`src/rtl/pairhmm_work_dispatcher.sv`:
```
// Dispatches buffered PairHMM work requests to one of NUM_CHANNELS compute cores,
// tracking per-core in-flight credits and choosing cores round-robin or least-loaded.
module pairhmm_work_dispatcher #(
  parameter int NUM_CHANNELS    = 4,
  parameter int REQ_WIDTH       = 128,
  parameter int FIFO_DEPTH      = 16,
  parameter int MAX_OUTSTANDING = 2
) (
  input  logic                          clk_main_a0,
  input  logic                          rst_main_n,
  input  logic                          in_valid,
  output logic                          in_ready,
  input  logic [REQ_WIDTH-1:0]          in_req,
  input  logic                          policy,
  output logic [NUM_CHANNELS-1:0]       ch_valid,
  input  logic [NUM_CHANNELS-1:0]       ch_ready,
  output logic [REQ_WIDTH-1:0]          ch_req,
  input  logic [NUM_CHANNELS-1:0]       ch_done,
  output logic [$clog2(FIFO_DEPTH):0]   fifo_count,
  output logic [7:0]                    outstanding_total,
  output logic                          idle,
  output logic                          err_underflow
);

  localparam int AW  = $clog2(FIFO_DEPTH);
  localparam int CW  = AW + 1;
  localparam int CHW = $clog2(NUM_CHANNELS);
  localparam logic [3:0] C_MAX = 4'(MAX_OUTSTANDING);

  typedef enum logic {ST_EMPTY, ST_HOLD} state_t;

  state_t                  r_state, w_state_next;
  logic [REQ_WIDTH-1:0]    r_mem [FIFO_DEPTH];
  logic [AW-1:0]           r_wr_ptr, r_rd_ptr;
  logic [CW-1:0]           r_count, w_count_next;
  logic                    r_in_ready;
  logic [CHW-1:0]          r_ch, r_rr;
  logic [REQ_WIDTH-1:0]    r_req;
  logic [3:0]              r_cnt [NUM_CHANNELS];
  logic [3:0]              w_cnt_next [NUM_CHANNELS];
  logic                    r_err, r_idle;
  logic [7:0]              r_total, w_total_next;

  logic                    w_push, w_hs, w_load, w_uflow;
  logic [NUM_CHANNELS-1:0] w_inc, w_elig;
  logic [CHW-1:0]          w_rr_sel, w_ll_sel, w_sel;
  logic [3:0]              w_best;

  assign w_push = in_valid & r_in_ready;
  assign w_hs   = (r_state == ST_HOLD) && ch_ready[r_ch];
  assign w_inc  = w_hs ? (NUM_CHANNELS'(1) << r_ch) : '0;

  // A done with no credit and no same-cycle handshake clamps at zero and flags underflow.
  always_comb begin
    w_uflow = 1'b0;
    for (int i = 0; i < NUM_CHANNELS; i++) begin
      w_cnt_next[i] = r_cnt[i];
      if (w_inc[i] && !ch_done[i]) begin
        w_cnt_next[i] = r_cnt[i] + 4'd1;
      end else if (!w_inc[i] && ch_done[i]) begin
        if (r_cnt[i] == 4'd0) w_uflow = 1'b1;
        else                  w_cnt_next[i] = r_cnt[i] - 4'd1;
      end
      w_elig[i] = (w_cnt_next[i] < C_MAX);
    end
  end

  always_comb begin
    w_rr_sel = '0;
    for (int off = NUM_CHANNELS - 1; off >= 0; off--) begin
      if (w_elig[(int'(r_rr) + off) % NUM_CHANNELS])
        w_rr_sel = CHW'((int'(r_rr) + off) % NUM_CHANNELS);
    end
    // Strict less-than keeps the lowest index on ties.
    w_ll_sel = '0;
    w_best   = 4'hF;
    for (int i = 0; i < NUM_CHANNELS; i++) begin
      if (w_elig[i] && (w_cnt_next[i] < w_best)) begin
        w_best   = w_cnt_next[i];
        w_ll_sel = CHW'(i);
      end
    end
  end

  assign w_sel  = policy ? w_ll_sel : w_rr_sel;
  assign w_load = (r_count != '0) && (|w_elig) && ((r_state == ST_EMPTY) || w_hs);
  assign w_count_next = r_count + CW'(w_push) - CW'(w_load);

  always_comb begin
    w_total_next = '0;
    for (int i = 0; i < NUM_CHANNELS; i++) begin
      w_total_next = w_total_next + 8'(w_cnt_next[i]);
    end
  end

  always_comb begin
    w_state_next = r_state;
    case (r_state)
      ST_EMPTY: if (w_load) w_state_next = ST_HOLD;
      ST_HOLD:  if (!w_load && w_hs) w_state_next = ST_EMPTY;
      default:  w_state_next = ST_EMPTY;
    endcase
  end

  always_ff @(posedge clk_main_a0) begin
    if (w_push) r_mem[r_wr_ptr] <= in_req;
  end

  always_ff @(posedge clk_main_a0 or negedge rst_main_n) begin
    if (!rst_main_n) begin
      r_wr_ptr   <= '0;
      r_rd_ptr   <= '0;
      r_count    <= '0;
      r_in_ready <= 1'b0;
      r_state    <= ST_EMPTY;
      r_ch       <= '0;
      r_req      <= '0;
      r_rr       <= '0;
      for (int i = 0; i < NUM_CHANNELS; i++) r_cnt[i] <= '0;
      r_err      <= 1'b0;
      r_total    <= '0;
      r_idle     <= 1'b0;
    end else begin
      if (w_push) r_wr_ptr <= r_wr_ptr + AW'(1);
      if (w_load) r_rd_ptr <= r_rd_ptr + AW'(1);
      r_count    <= w_count_next;
      r_in_ready <= (w_count_next != CW'(FIFO_DEPTH));
      r_state    <= w_state_next;
      if (w_load) begin
        r_ch  <= w_sel;
        r_req <= r_mem[r_rd_ptr];
        r_rr  <= (w_sel == CHW'(NUM_CHANNELS - 1)) ? '0 : w_sel + CHW'(1);
      end
      for (int i = 0; i < NUM_CHANNELS; i++) r_cnt[i] <= w_cnt_next[i];
      if (w_uflow) r_err <= 1'b1;
      r_total    <= w_total_next;
      r_idle     <= (w_count_next == '0) && (w_state_next == ST_EMPTY) && (w_total_next == '0);
    end
  end

  assign in_ready          = r_in_ready;
  assign ch_valid          = (r_state == ST_HOLD) ? (NUM_CHANNELS'(1) << r_ch) : '0;
  assign ch_req            = r_req;
  assign fifo_count        = r_count;
  assign outstanding_total = r_total;
  assign idle              = r_idle;
  assign err_underflow     = r_err;

endmodule

```
`config.mk`:
```
export PLATFORM = sky130hd
export DESIGN_NAME = pairhmm_work_dispatcher
export DESIGN_NICKNAME = d
export VERILOG_FILES = /design/src/rtl/pairhmm_work_dispatcher.sv
export SDC_FILE = /design/constraint.sdc
export NUM_CORES = 2
export LEC_CHECK = 0
export BUFFER_PORTS_ARGS = -buffer_cell sky130_fd_sc_hd__buf_4
export CORE_UTILIZATION = 56
export CTS_CLUSTER_DIAMETER = 30
export DETAILED_ROUTE_END_ITERATION = 8
export HOLD_SLACK_MARGIN = 0.15
export PLACE_DENSITY = 0.76
export SLEW_MARGIN = 25
export SYNTH_ARGS = -nofsm -noshare
export SYNTH_HDL_FRONTEND = slang
export SYNTH_SLANG_ARGS = --single-unit
```
`constraint.sdc`:
```
create_clock -name clk_main_a0 -period 5.8 [get_ports clk_main_a0]
set_input_delay 0.29 -clock clk_main_a0 [delete_from_list [all_inputs] [get_ports clk_main_a0]]
set_output_delay 0.29 -clock clk_main_a0 [all_outputs]
set_load 0.03 [all_outputs]
```
==> metrics.csv <==
metric;value;unit
grt_start_max_net_pins;133;
fill_cells;8531;
synth_top_cell_by_area;edfxtp_1;
fmax;0.1797;GHz
fin_crit;5.564;ns
cp_slowest_stage_delay;0.55;ns
hold_end;r_mem[2][82];
holdCritStartpoint;in_req[82];
powerDensity;590.3;nW/um2
htree_levels;5;
die-width;391.0;um
drcViolationCount;0;
finalCritPeriodShare;95.94;%
initial_core_util;56.52;%
cp_max_fo;4;
gr-total-overflow;0;
synthFlopType;edfxtp_1;
insertion_delay;0.96;ns
yosysWarnings;0;
timing.rr.end;r_rr[1];
critPathLaunchType;flip-flop;
final_common_cell;edfxtp_1;
slew_viol_final;0;
cts_root_buffer;clkbuf_16;
yosysSeqAreaShare;77.62;%
rr_worst_depth;25;
viasPerCell;6.394;
gp_congestion;0.8128;
wl_met3;20040;um
slew_headroom;28.61;%
wl_met1;80500;um
wire_per_inst;30.85;um
cts_buffers;401;
ys_types;63;
clk_pin_slew;0.05;ns
gr-usage-all-layers;28.34;%
netlist_instances;3917;
maxCapViolCount;0;
dr_total_vias;44678;
final_antenna_net_count;0;
cp_common_cell;ha_1;
pre_cts_slack;-0.08750;ns
grt_pass1_wl;312700;um
syn_avg_cell_area;21.64;um2
worstSetupEndpointType;flip-flop;
leakage;36.31;nW
worst_slew_pin_slew;1.071;ns
firstDrtPassIters;8;
synth_edf_count;2048;
antenna_found_initial;24;
rows;142;
rr_startpoint;r_cnt[14];
synth_area;84750;um2
nNetsFinal;4809;
port_buffers;285;
arrival;6.36;ns
async_flop_share;7.706;%
die-height;391.0;um
hold_class;primary input to flip-flop;
setup_slack;0.2357;ns
cts_tree;yes;
wl_met2;108500;um
hold_ws;0.1962;ns
setup_viol;0;
routed_wl;215600;um
synthTopCellsByArea;edfxtp_1 (73%), mux4_2 (13%), dfrtp_1 (5.0%);
synth_top_area_share;72.57;%
crit_type;flip-flop to flip-flop;
max-vdd-ir-drop;0.0005247;V
hold_viol_final;0;
highest-signal-layer;met5;
layout-drive-gt1-share;32.06;%
status;complete, no violations;
drt-initial-drc-count;5649;
finClkSkew;0.06010;ns
layout.cells.non_filler;6988;
critPathRequiredTime;6.60;ns
holdPathStages;2;
yosys_register_bits;2219;
pin_count;288;
area_growth;23.89;%
first_global_vias;47176;
final_cell_mix;edfxtp_1 (2048), mux4_2 (506), clkbuf_16 (411);
dp.cells;6080;
core_area;150000;um2
cts.sinks;2219;
dp_hpwl;96220;um
rrSetupSlack;0.24;ns
cts_max_path_buffers;4;
cp_slowest_cell;or4b_4;
die_area;152900;um2
power.total;61.98;mW
registers in the layout, indices dropped and copies added (netlist names), 2 cells and up:
signal	cells
outstanding_total	6
r_mem	2048
r_wr_ptr	4
r_rd_ptr	4
r_cnt	16
fifo_count	5
r_ch	2
ch_req	128
r_rr	2
cell usage after synthesis (3+ instances only):
library cell  count
a221oi_1         69
nand4b_1          6
buf_2            15
mux2_2            3
or4_1             5
a222oi_1         63
nand3b_1          3
a22oi_1           5
nand4_1           4
nand2b_1         11
nor4b_1           3
inv_1            37
or3_1             4
a21o_1           66
a21oi_1          13
or3b_2            3
and2_1           13
dfrtp_1         171
mux4_2          506
nor3_1            8
fa_1              9
nor2b_1           8
o211ai_1          3
ha_1             32
buf_4            10
o31ai_1           3
clkbuf_1        136
a31oi_1          10
nand2_1         268
nand3_1          14
xnor2_1          13
mux2i_1         145
a311oi_1          3
o21ai_0          80
and3_1            7
nor4_1            7
or2_2             6
nor3b_1           7
nor2_1           16
inv_2             3
buf_1            56
edfxtp_1       2048
cell type report:
cell class	instances	area [um2]	share of cell area, %
well taps	2016	2522	2.402
clock buffers	453	10480	9.984
flip-flops and latches	2219	65800	62.66
inverters	40	160.2	0.1525
clock inverters	278	3196	3.043
multi-input cells	1442	18080	17.22
repair buffers	524	4720	4.495
diodes	16	40.04	0.03813
critical path: cells and delay by family, from the launching register on:
family,cells,cell delay [ns]
flops,1,0.40
fa+ha+maj,4,0.95
compound gates,9,1.66
mux,1,0.28
simple gates,10,2.08
buf+inv,1,0.07
stage by stage:
step                      instance area, um2  setup TNS, ns  util (%)
after global routing                  105000      -0.004059     70.01
final                                 105000              0     70.02
after CTS                             104800              0     69.92
after detailed placement               89590        -0.1386     59.74
after floorplan                        84750              0         -
after global placement                 89570              0     59.73
what timing repair did:
action	in CTS	in global routing
setup buffers	0	4
hold buffers	156	0
resized for setup	1	15
hold endpoints to repair	2167	0
setup endpoints to repair	2	5
pin swaps	0	2
cells by family after synthesis:
kind of cell / synth area share [%]
compound gates: 2.947
xor+xnor: 0.1447
fa+ha+maj: 0.6850
buf+inv: 1.205
flops: 77.62
mux: 15.20
other cells: 0.004425
simple gates: 2.198
routing by layer:
layer,global-route usage [%],up-vias
met1,37.85,23437
li1,-,17988
met3,6.148,461
met2,46.25,2774
met5,0,-
met4,10.54,18
report_power, final:
part | internal (mW) | switching (mW) | leakage (nW)
clock | 15.4 | 8.11 | 6.60
combinational | 7.21 | 10.4 | 9.15
sequential | 19.7 | 1.15 | 20.6
total | 42.3 | 19.6 | 36.3
worst max path at each step:
stage	end	slack (ns)	cells after the start	start
detailed placement	r_rr[1]	-0.09	26	r_ch[0]
global route	r_rr[1]	-0.004	25	r_cnt[14]
finish	r_rr[1]	0.24	25	r_cnt[14]
CTS	r_rr[1]	0.002	26	r_ch[0]
global placement	r_rr[1]	0.04	25	r_cnt[14]
floorplan	r_rr[1]	0.02	26	r_ch[0]
Power figures use the tool's default switching activity.
